<file path="src/rtl/seq_detector_param.sv">
// -----------------------------------------------------------------------------
// seq_detector_param
//
// Parametrised serial sequence detector. Shifts qualified serial bits into a
// MAX_LEN-bit history and compares the newest `len` bits against a runtime
// programmable pattern using a masked compare. A match produces a registered
// one-cycle pulse on z, in the cycle after the completing bit is accepted.
// Overlapping and non-overlapping detection are both supported.
//
// Optional feature (compile-time macro SEQ_DET_COUNT_EN):
//   defined   -> match_cnt counts matches and saturates at 2^CNT_W-1
//   undefined -> no counter flops, match_cnt is tied to 0 (ports unchanged)
//
// Ports:
//   clk        in   1        clock, rising edge
//   rst        in   1        asynchronous active-high reset
//   clear      in   1        synchronous clear of history, fill, z, match_cnt
//   en         in   1        x carries a valid bit this cycle
//   x          in   1        serial input bit
//   pattern    in   MAX_LEN  pattern[len-1] = first bit, pattern[0] = last bit
//   len        in   LEN_W    active pattern length, valid 1..MAX_LEN
//   overlap    in   1        1 = overlapping, 0 = non-overlapping detection
//   z          out  1        registered match pulse
//   match_cnt  out  CNT_W    saturating match count (0 without the macro)
// -----------------------------------------------------------------------------
module seq_detector_param #(
   parameter int MAX_LEN = 8,
   parameter int LEN_W   = 4,
   parameter int CNT_W   = 8
) (
   input  logic               clk,
   input  logic               rst,
   input  logic               clear,
   input  logic               en,
   input  logic               x,
   input  logic [MAX_LEN-1:0] pattern,
   input  logic [LEN_W-1:0]   len,
   input  logic               overlap,
   output logic               z,
   output logic [CNT_W-1:0]   match_cnt
);

   // fill must represent 0..MAX_LEN inclusive
   localparam int FILL_W = $clog2(MAX_LEN + 1);
   localparam logic [FILL_W-1:0] FILL_MAX = FILL_W'(MAX_LEN);
   localparam logic [LEN_W-1:0]  LEN_MAX  = LEN_W'(MAX_LEN);

   logic [MAX_LEN-1:0] hist;
   logic [MAX_LEN-1:0] hist_n;
   logic [MAX_LEN-1:0] mask;
   logic [FILL_W-1:0]  fill;
   logic [FILL_W-1:0]  fill_n;
   logic [FILL_W-1:0]  fill_after;
   logic               len_ok;
   logic               fill_ok;
   logic               match;

   // Next history/fill and the masked compare against the programmed pattern.
   always_comb begin
      // NOTE: every signal driven here gets a default first, so no path can
      // leave one unassigned and infer a latch.
      hist_n     = {hist[MAX_LEN-2:0], x};
      fill_n     = (fill == FILL_MAX) ? fill : fill + 1'b1;
      len_ok     = (len != '0) && (len <= LEN_MAX);
      fill_ok    = 32'(fill_n) >= 32'(len);
      mask       = '0;
      for (int i = 0; i < MAX_LEN; i++) begin
         mask[i] = (LEN_W'(i) < len);
      end
      match      = en && len_ok && fill_ok && ((hist_n & mask) == (pattern & mask));
      // Non-overlapping mode forgets the bits that formed the match.
      fill_after = (match && !overlap) ? '0 : fill_n;
   end

`ifdef SEQ_DET_COUNT_EN
   localparam logic [CNT_W-1:0] CNT_MAX = '1;
   logic [CNT_W-1:0] cnt;
   assign match_cnt = cnt;
`else
   assign match_cnt = '0;
`endif

   // NOTE: sequential state uses non-blocking assignments only, so every
   // register samples the pre-edge values regardless of statement order.
   always_ff @(posedge clk or posedge rst) begin
      if (rst) begin
         hist <= '0;
         fill <= '0;
         z    <= 1'b0;
`ifdef SEQ_DET_COUNT_EN
         cnt  <= '0;
`endif
      end else if (clear) begin
         // The bit presented alongside clear is discarded.
         hist <= '0;
         fill <= '0;
         z    <= 1'b0;
`ifdef SEQ_DET_COUNT_EN
         cnt  <= '0;
`endif
      end else if (en) begin
         hist <= hist_n;
         fill <= fill_after;
         z    <= match;
`ifdef SEQ_DET_COUNT_EN
         if (match && (cnt != CNT_MAX)) begin
            cnt <= cnt + 1'b1;
         end
`endif
      end else begin
         // Idle cycle: history and fill hold, so gaps never break a partial match.
         z <= 1'b0;
      end
   end

endmodule
</file>
<file path="config.mk">
export PLATFORM = sky130hd
export DESIGN_NAME = seq_detector_param
export DESIGN_NICKNAME = d
export VERILOG_FILES = /design/src/rtl/seq_detector_param.sv
export SDC_FILE = /design/constraint.sdc
export NUM_CORES = 1
export LEC_CHECK = 0
export BUFFER_PORTS_ARGS = -buffer_cell sky130_fd_sc_hd__buf_2
export CAP_MARGIN = 20
export CELL_PAD_IN_SITES_DETAIL_PLACEMENT = 2
export CELL_PAD_IN_SITES_GLOBAL_PLACEMENT = 2
export CORE_MARGIN = 10
export CORE_UTILIZATION = 30
export CTS_CLUSTER_DIAMETER = 120
export DETAILED_ROUTE_END_ITERATION = 10
export PLACE_DENSITY_LB_ADDON = 0.1
export SLEW_MARGIN = 30
export SYNTH_ARGS = -nofsm -noshare
export SYNTH_HDL_FRONTEND = slang
export SYNTH_SLANG_ARGS = --single-unit
</file>
<file path="constraint.sdc">
create_clock -name clk -period 2.9 [get_ports clk]
set_input_delay 0.29 -clock clk [delete_from_list [all_inputs] [get_ports clk]]
set_output_delay 0.29 -clock clk [all_outputs]
set_load 0.02 [all_outputs]
</file>
==> metrics.md, run 1 <==
| Metric | Value |
|---|---|
| First-pass GRT wire length | `3.82 mm` |
| Layout fillers | `between 300 and 400` |
| Final Critical Period | `between 2 and 2.5 ns` |
| Synth async-reset ratio | `1.00` |
| Post_cts resized | `0` |
| Layout Nets | `142` |
| Wirelength per Cell | `roughly 17 µm` |
| Kind of critical path | `flip-flop to flip-flop` |
| Lkg Pwr | `~0.5 nW` |
| Io pins | `27` |
| Pre-Repair DR Iteration Count | `2` |
| Yosys cell types | `27` |
| Die Ht | `75.6 µm` |
| Largest net degree at the start of global routing | `14` |
| CTS tree | `done` |
| GR Util All Layers | `0.0900` |
| HPWL after DPL | `about 2.1 mm` |
| Rows | `20` |
| Share of cells above drive strength 1 | `0.207` |
| CP dominant cell by count | `ha_1` |
| EDFF count, synth | `0` |
| Sink Count | `12` |
| PortBufs | `18` |
| Number of max-cap violations | `0` |
| Area of the core | `3000 µm²` |
| Initial antenna violation count | `0` |
| CP Capture Type | `flip-flop` |
| Maximum VDD drop | `216 µV` |
| Synth warn | `0` |
| Status | `complete, no violations` |
| CP cell instances | `inv_1 > ha_1 > nand2_1 > nor2_1 > xnor2_1 > ha_1 > nand2b_1 > a211o_1 > a21oi_4 > a2111oi_4 > a211oi_1` |
| Post-CTS Setup Repair Bufs | `0` |
| Register area | `between 300 and 400 µm²` |
| Diode count | `0` |
| Seq/Total Area, Yosys | `0.323` |
| Final hold slack | `0.0242 ns` |
| Initial Util | `0.309` |
| Die X | `75.6 µm` |
| Die area | `5720 µm²` |
| Largest area contributor in the netlist | `dfrtp_1` |
| Multi-input gate area | `559 µm²` |
| Gate Count Post-Synth | `98` |
| #FFs+latches synth | `12` |
| Period utilization | `0.822` |
| Delay-heaviest family, CP | `compound AO/OA/AOI/OAI gates` |
| GRT overflow | `0` |
| Drt initial violations | `10` |
| Startpoint types | `flip-flop` |
| Total CTS buffers | `3` |
| RD Place Congestion | `0.734` |
| Hold Fails Final Rpt | `0` |
| CP max stage cell | `dfrtp_1` |
| Hold Path Class | `input pin to asynchronous set/reset pin` |
| Setup violators final | `0` |
| Syn avg cell area | `roughly 9.5 µm²` |
| Post-synth top area share | `0.323` |
| RSZ-0062 raised after global routing | `false` |
| Crit path DAT | `2.54 ns` |
| Setup Total Neg Slack | `0 ns` |
| Critical Path Fanout Max | `5` |
| Hold buffers post-CTS | `0` |
| Synth Flop Type | `dfrtp_1` |
| Vias in the first global route | `between 800 and 900` |
| Top cells by area, synth | `dfrtp_1 (32%), mux2i_1 (9.7%), ha_1 (8.1%)` |
| Area Growth Syn to Fin | `12.0%` |
| Deepest clock path buffer count | `2` |
| H-tree level count | `1` |
| Vias/cell | `4.87` |
| Mapped cell area | `928 µm²` |
| Routed Wire Length | `2.49 mm` |
| Slew Limit Fails | `0` |
| Clock Pin Slew Worst Setup and Hold Paths | `roughly 0.07 ns` |
| Clock latency on the worst-skew pair | `between 0.2 and 0.3 ns` |
| Pwr dens | `360 nW/µm²` |
| Worst Path Buf+Inv | `1` |
| Clock skew | `around 0.00058 ns` |
| Max frequency | `between 0.4 and 0.5 GHz` |
| ANT nets after route | `0` |
| Via Count | `726` |
| DR DRC count | `0` |
| CTS Root Cell | `clkbuf_4` |
| CP peak stage delay | `0.41 ns` |
| WP data required | `3.06 ns` |
-- per-layer routing --
layer	up-vias	global-route usage	routed length (µm)
li1	356	-	-
met1	354	0.0969	1080
met2	14	0.170	1310
met3	2	0.0169	89
met4	0	0.0309	12
met5	-	0	0
-- logic make-up after synthesis --
group | after synthesis | synth area share
DFF | 12 | 0.323
adders and majority gates | 6 | 0.0809
buffers and inverters | 17 | 0.102
and+or+nand+nor | 22 | 0.108
AOI/OAI and AO/OA | 19 | 0.171
other | 1 | 0.00404
xor gates and xnor gates | 12 | 0.113
muxes | 9 | 0.0970
-- area by class of cell --
| type | instances | area share |
|---|---|---|
| multi-input cells | 76 | 0.538 |
| well taps | 33 | 0.0397 |
| flip-flops and latches | 12 | 0.289 |
| inverters | 7 | 0.0253 |
| clock buffers | 3 | 0.0217 |
| repair buffers | 18 | 0.0866 |
-- cell usage in the layout, fill, tap and decap left out, drive strengths merged --
cell     instances
conb             8
ha               6
xor2             4
inv              7
dfrtp           12
a2111oi          1
a211o            3
mux2i            9
a21oi            4
nand4            1
nor2b            1
o21a             1
nand3            2
clkbuf           3
a31oi            1
nand2            4
o22ai            1
xnor2            8
a211oi           4
o21ai            3
a41oi            1
nor2            13
buf             18
nand2b           1
-- state kept, by name (all words and copies together), names as in the netlist --
name	cells
fill	4
hist	7
z	1
-- through the flow --
step                      instance area, µm²  setup WS [ns]  power [mW]  utilization  std cells
final                                   1040          0.517       0.374        0.346        149
after detailed placement                1020          0.499       0.281        0.339        146
after global placement                  1020          0.588       0.277        0.339        146
after floorplan                          955          0.751       0.256            -        105
after CTS                               1040          0.484       0.380        0.346        149
after global routing                    1040          0.287       0.400        0.346        149
-- final timing paths --
| path | slack, ns | depth (start not counted) | to | startpoint |
|---|---|---|---|---|
| max | 0.52 | 11 | fill[0]$_DFFE_PP0P_ | fill[0]$_DFFE_PP0P_ |
| min | 0.02 | 2 | hist[3]$_DFFE_PP0P_ | rst |
| max reg2reg | 0.52 | 11 | fill[0]$_DFFE_PP0P_ | fill[0]$_DFFE_PP0P_ |
| min reg2reg | 0.58 | 2 | hist[6]$_DFFE_PP0P_ | hist[6]$_DFFE_PP0P_ |
| max in group asynchronous | 2.56 | 2 | fill[1]$_DFFE_PP0P_ | rst |
| min in group clk | 0.30 | 3 | hist[0]$_DFFE_PP0P_ | x |
-- Yosys cell counts, types with 2 or more instances --
library cell,n
buf_4,8
nand3_1,2
xor2_1,4
o21ai_0,3
nand2_1,4
a21oi_1,3
dfrtp_1,12
a211o_1,3
a211oi_1,4
ha_1,6
xnor2_1,8
nor2_1,12
inv_1,7
mux2i_1,9
-- worst reg2reg max path, cell delays in order (launching register included) --
cell	delay (ns)
dfrtp_1	0.41
inv_1	0.14
ha_1	0.16
nand2_1	0.08
nor2_1	0.13
xnor2_1	0.13
ha_1	0.24
nand2b_1	0.14
a211o_1	0.32
a21oi_4	0.15
a2111oi_4	0.08
a211oi_1	0.29
-- report_power, final --
| group | leakage [nW] | internal [mW] | switching [mW] | total [mW] |
|---|---|---|---|---|
| Sequential | 0.165 | 0.172 | 0.00571 | 0.178 |
| Combinational | 0.332 | 0.0393 | 0.0594 | 0.0986 |
| Clock | 0.0138 | 0.0479 | 0.0499 | 0.0978 |
No activity file was read; power rests on OpenSTA's default activity.
==> run 2, diff against run 1 <==
--- a/config.mk
+++ b/config.mk
@@ -10,7 +10,7 @@
 export CELL_PAD_IN_SITES_DETAIL_PLACEMENT = 2
 export CELL_PAD_IN_SITES_GLOBAL_PLACEMENT = 2
 export CORE_MARGIN = 10
-export CORE_UTILIZATION = 30
+export CORE_UTILIZATION = 27
 export CTS_CLUSTER_DIAMETER = 120
 export DETAILED_ROUTE_END_ITERATION = 10
 export PLACE_DENSITY_LB_ADDON = 0.1
==> constraint.sdc (replaced) <==
create_clock -name clk -period 1.9 [get_ports clk]
set_input_delay 0.19 -clock clk [delete_from_list [all_inputs] [get_ports clk]]
set_output_delay 0.19 -clock clk [all_outputs]
set_load 0.02 [all_outputs]
==> metrics.md, run 2 (synthesis gave the netlist of run 1 again) <==
| Metric | Value |
|---|---|
| Lkg Pwr | `0.573 nW (+12%)` |
| Sink Count | `12 (unchanged)` |
| Failing checks | `setup timing` |
| CTS Root Cell | `clkbuf_4` |
| Startpoint types | `flip-flop` |
| Initial antenna violation count | `0 (unchanged)` |
| Die X | `78.6 µm (+4.0%)` |
| Pre-Repair DR Iteration Count | `4 (+2)` |
| Reg2Reg Depth | `11 (unchanged)` |
| First-pass GRT wire length | `4.16 mm (+8.8%)` |
| Sw Share | `0.298 (-0.00970)` |
| Via Count | `763 (+5.1%)` |
| Rows | `21 (+5.0%)` |
| Endpoint, Worst Hold | `hist[0]$_DFFE_PP0P_` |
| Wirelength per Cell | `14.8 µm (-11%)` |
| WP data required | `2.03 ns (-1.03 ns)` |
| Design area | `1180 µm² (+14%)` |
| CP peak stage delay | `0.43 ns (+0.02 ns)` |
| CP Capture Type | `flip-flop` |
| Pwr dens | `554 nW/µm² (+54%)` |
| Io pins | `27 (unchanged)` |
| Number of max-cap violations | `0 (unchanged)` |
| Critical Path Fanout Max | `5 (unchanged)` |
| GRT overflow | `0 (unchanged)` |
| DR DRC count | `0 (unchanged)` |
| Die Ht | `78.6 µm (+4.0%)` |
| Vias in the first global route | `868 (+5.1%)` |
| Hold Path Class | `input pin to flip-flop` |
| Final Critical Period | `2.14 ns (-0.239 ns)` |
| Slew Limit Fails | `0 (unchanged)` |
| CP cell instances | `inv_2 > ha_4 > nand2_4 > nor2_4 > xnor2_1 > ha_1 > nand2b_4 > a211o_1 > a21oi_4 > a2111oi_4 > a211oi_2` |
| Area after DPL | `1100 µm² (+8.5%)` |
| Gate power share | `0.281 (+0.017)` |
| H-tree level count | `1 (unchanged)` |
| Net Sw Power | `0.195 mW (+70%)` |
| Launch point of the worst hold path | `x` |
| GR Util All Layers | `0.0828 (-0.00718)` |
| Routed Wire Length | `2.53 mm (+1.7%)` |
| Placed cells | `166 (+14%)` |
| R2r setup slk | `-0.24 ns (-0.76 ns)` |
| Kind of critical path | `flip-flop to flip-flop` |
| Largest net degree at the start of global routing | `14 (unchanged)` |
| Biggest register | `hist` |
| Largest regs | `hist: 7 flops, fill: 4 flops, z: 1 flops` |
| Clock skew | `0.00534 ns (+0.00476 ns)` |
| Initial Util | `0.278 (-0.0310)` |
| Hold Path Depth | `3` |
| Period utilization | `1.13 (+0.307)` |
| R2R Path Start | `fill[1]$_DFFE_PP0P_` |
| Commonest non-fill, non-tap cell in the layout | `buf_2` |
| Clock Pin Slew Worst Setup and Hold Paths | `0.08 ns (about the same)` |
| Die area | `6180 µm² (+8.1%)` |
| Area Growth Syn to Fin | `27.5%` |
| Drt initial violations | `18 (+8)` |
| Area of the core | `3340 µm² (+11%)` |
| Max frequency | `0.466 GHz (+11%)` |
| Clock latency on the worst-skew pair | `0.27 ns (about the same)` |
| Worst R2R End | `fill[3]$_DFFE_PP0P_` |
| Diode count | `0 (unchanged)` |
| CP max stage cell | `a2111oi_4` |
| PortBufs | `18 (unchanged)` |
| Crit path DAT | `2.28 ns (-0.26 ns)` |
| Deepest clock path buffer count | `2 (unchanged)` |
| Reg power frac | `0.409 (-0.066)` |
| Max reg flops | `7 (unchanged)` |
| Total CTS buffers | `3 (unchanged)` |
| Layout Nets | `150 (+5.6%)` |
| Vias/cell | `4.46 (-8.4%)` |
| Setup violators final | `5 (+5)` |
| Commonest cells after routing, fill and taps aside | `buf_2 (18), dfrtp_1 (12), nor2_1 (11), mux2i_1 (9)` |
| Clock power share | `0.310 (+0.048)` |
| Share of cells above drive strength 1 | `0.336 (+0.129)` |
| HPWL after DPL | `2.11 mm (-1.3%)` |
| RSZ-0062 raised after global routing | `true` |
| Maximum VDD drop | `327 µV (+51%)` |
| P_int | `0.460 mW (+78%)` |
| Worst setup slack after layout | `-0.245 ns (-0.761 ns)` |
| Hold Fails Final Rpt | `0 (unchanged)` |
| ANT nets after route | `0 (unchanged)` |
| CTS tree | `done` |
| Status | `finished with violations` |
| Final non-filler cell total | `171 (+15%)` |
| RD Place Congestion | `0.770 (+4.9%)` |
-- run 2: cell types whose count changed in the layout (fill, tap and decap cells not counted), sizes merged --
cell / change
clkbuf: +1
dlygate4sd3: +1
buf: +7
-- run 2: repair_timing --
item	CTS	global route
gates resized for setup	5	3
hold buffers	1	0
setup buffers	1	0
endpoints found under the hold margin	12	0
pin swaps	4	0
endpoints found under the setup margin	5	5
-- run 2: critical path: cells and delay by family, from the launching register on --
family          cells  cell delay, ns
compound gates      4            0.80
fa+ha+maj           2            0.41
flops               1            0.40
simple gates        3            0.25
buf+inv             1            0.08
xor+xnor            1            0.07
-- run 2: area by class of cell --
cell class              instances  area (µm²)
fillers                       390        2150
multi-input cells              76         611
flip-flops and latches         12         300
repair buffers                 26         153
well taps                      46        57.6
clock buffers                   4        36.3
inverters                       7        26.3
-- run 2: power groups by stage --
stage / logic [mW] / registers [mW] / clock network, mW
floorplan: 0.124 / 0.274 / 0
global placement: 0.171 / 0.273 / 0
detailed placement: 0.176 / 0.273 / 0
CTS: 0.181 / 0.268 / 0.212
global route: 0.207 / 0.270 / 0.224
finish: 0.184 / 0.268 / 0.203
-- run 2: layer usage --
layer  global-route usage  up-vias  wire, µm
met3               0.0330        2       188
met1                0.100      369      1200
met2                0.131       18      1120
met4               0.0269        0        12
li1                     -      374         -
met5                    0        -         0
-- run 2: worst max path at each step --
stage | slack (ns) | start | endpoint | depth (start not counted)
finish | -0.24 | fill[1]$_DFFE_PP0P_ | fill[3]$_DFFE_PP0P_ | 11
global route | -0.39 | fill[1]$_DFFE_PP0P_ | fill[2]$_DFFE_PP0P_ | 11
CTS | -0.26 | fill[1]$_DFFE_PP0P_ | fill[3]$_DFFE_PP0P_ | 11
detailed placement | -0.35 | fill[0]$_DFFE_PP0P_ | fill[3]$_DFFE_PP0P_ | 8
global placement | -0.30 | fill[0]$_DFFE_PP0P_ | fill[1]$_DFFE_PP0P_ | 8
floorplan | -0.17 | fill[0]$_DFFE_PP0P_ | fill[2]$_DFFE_PP0P_ | 11
-- run 2: stage by stage --
stage               utilization  total power, mW  TNS [ns]  hold slack [ns]  worst slack (ns)
floorplan                     -            0.398    -0.796           0.0547            -0.165
global placement          0.331            0.444     -1.36            0.237            -0.298
detailed placement        0.331            0.449     -1.61            0.245            -0.348
CTS                       0.349            0.661     -1.27            0.195            -0.260
global route              0.355            0.700     -1.86            0.206            -0.391
finish                    0.355            0.656     -1.12            0.193            -0.245
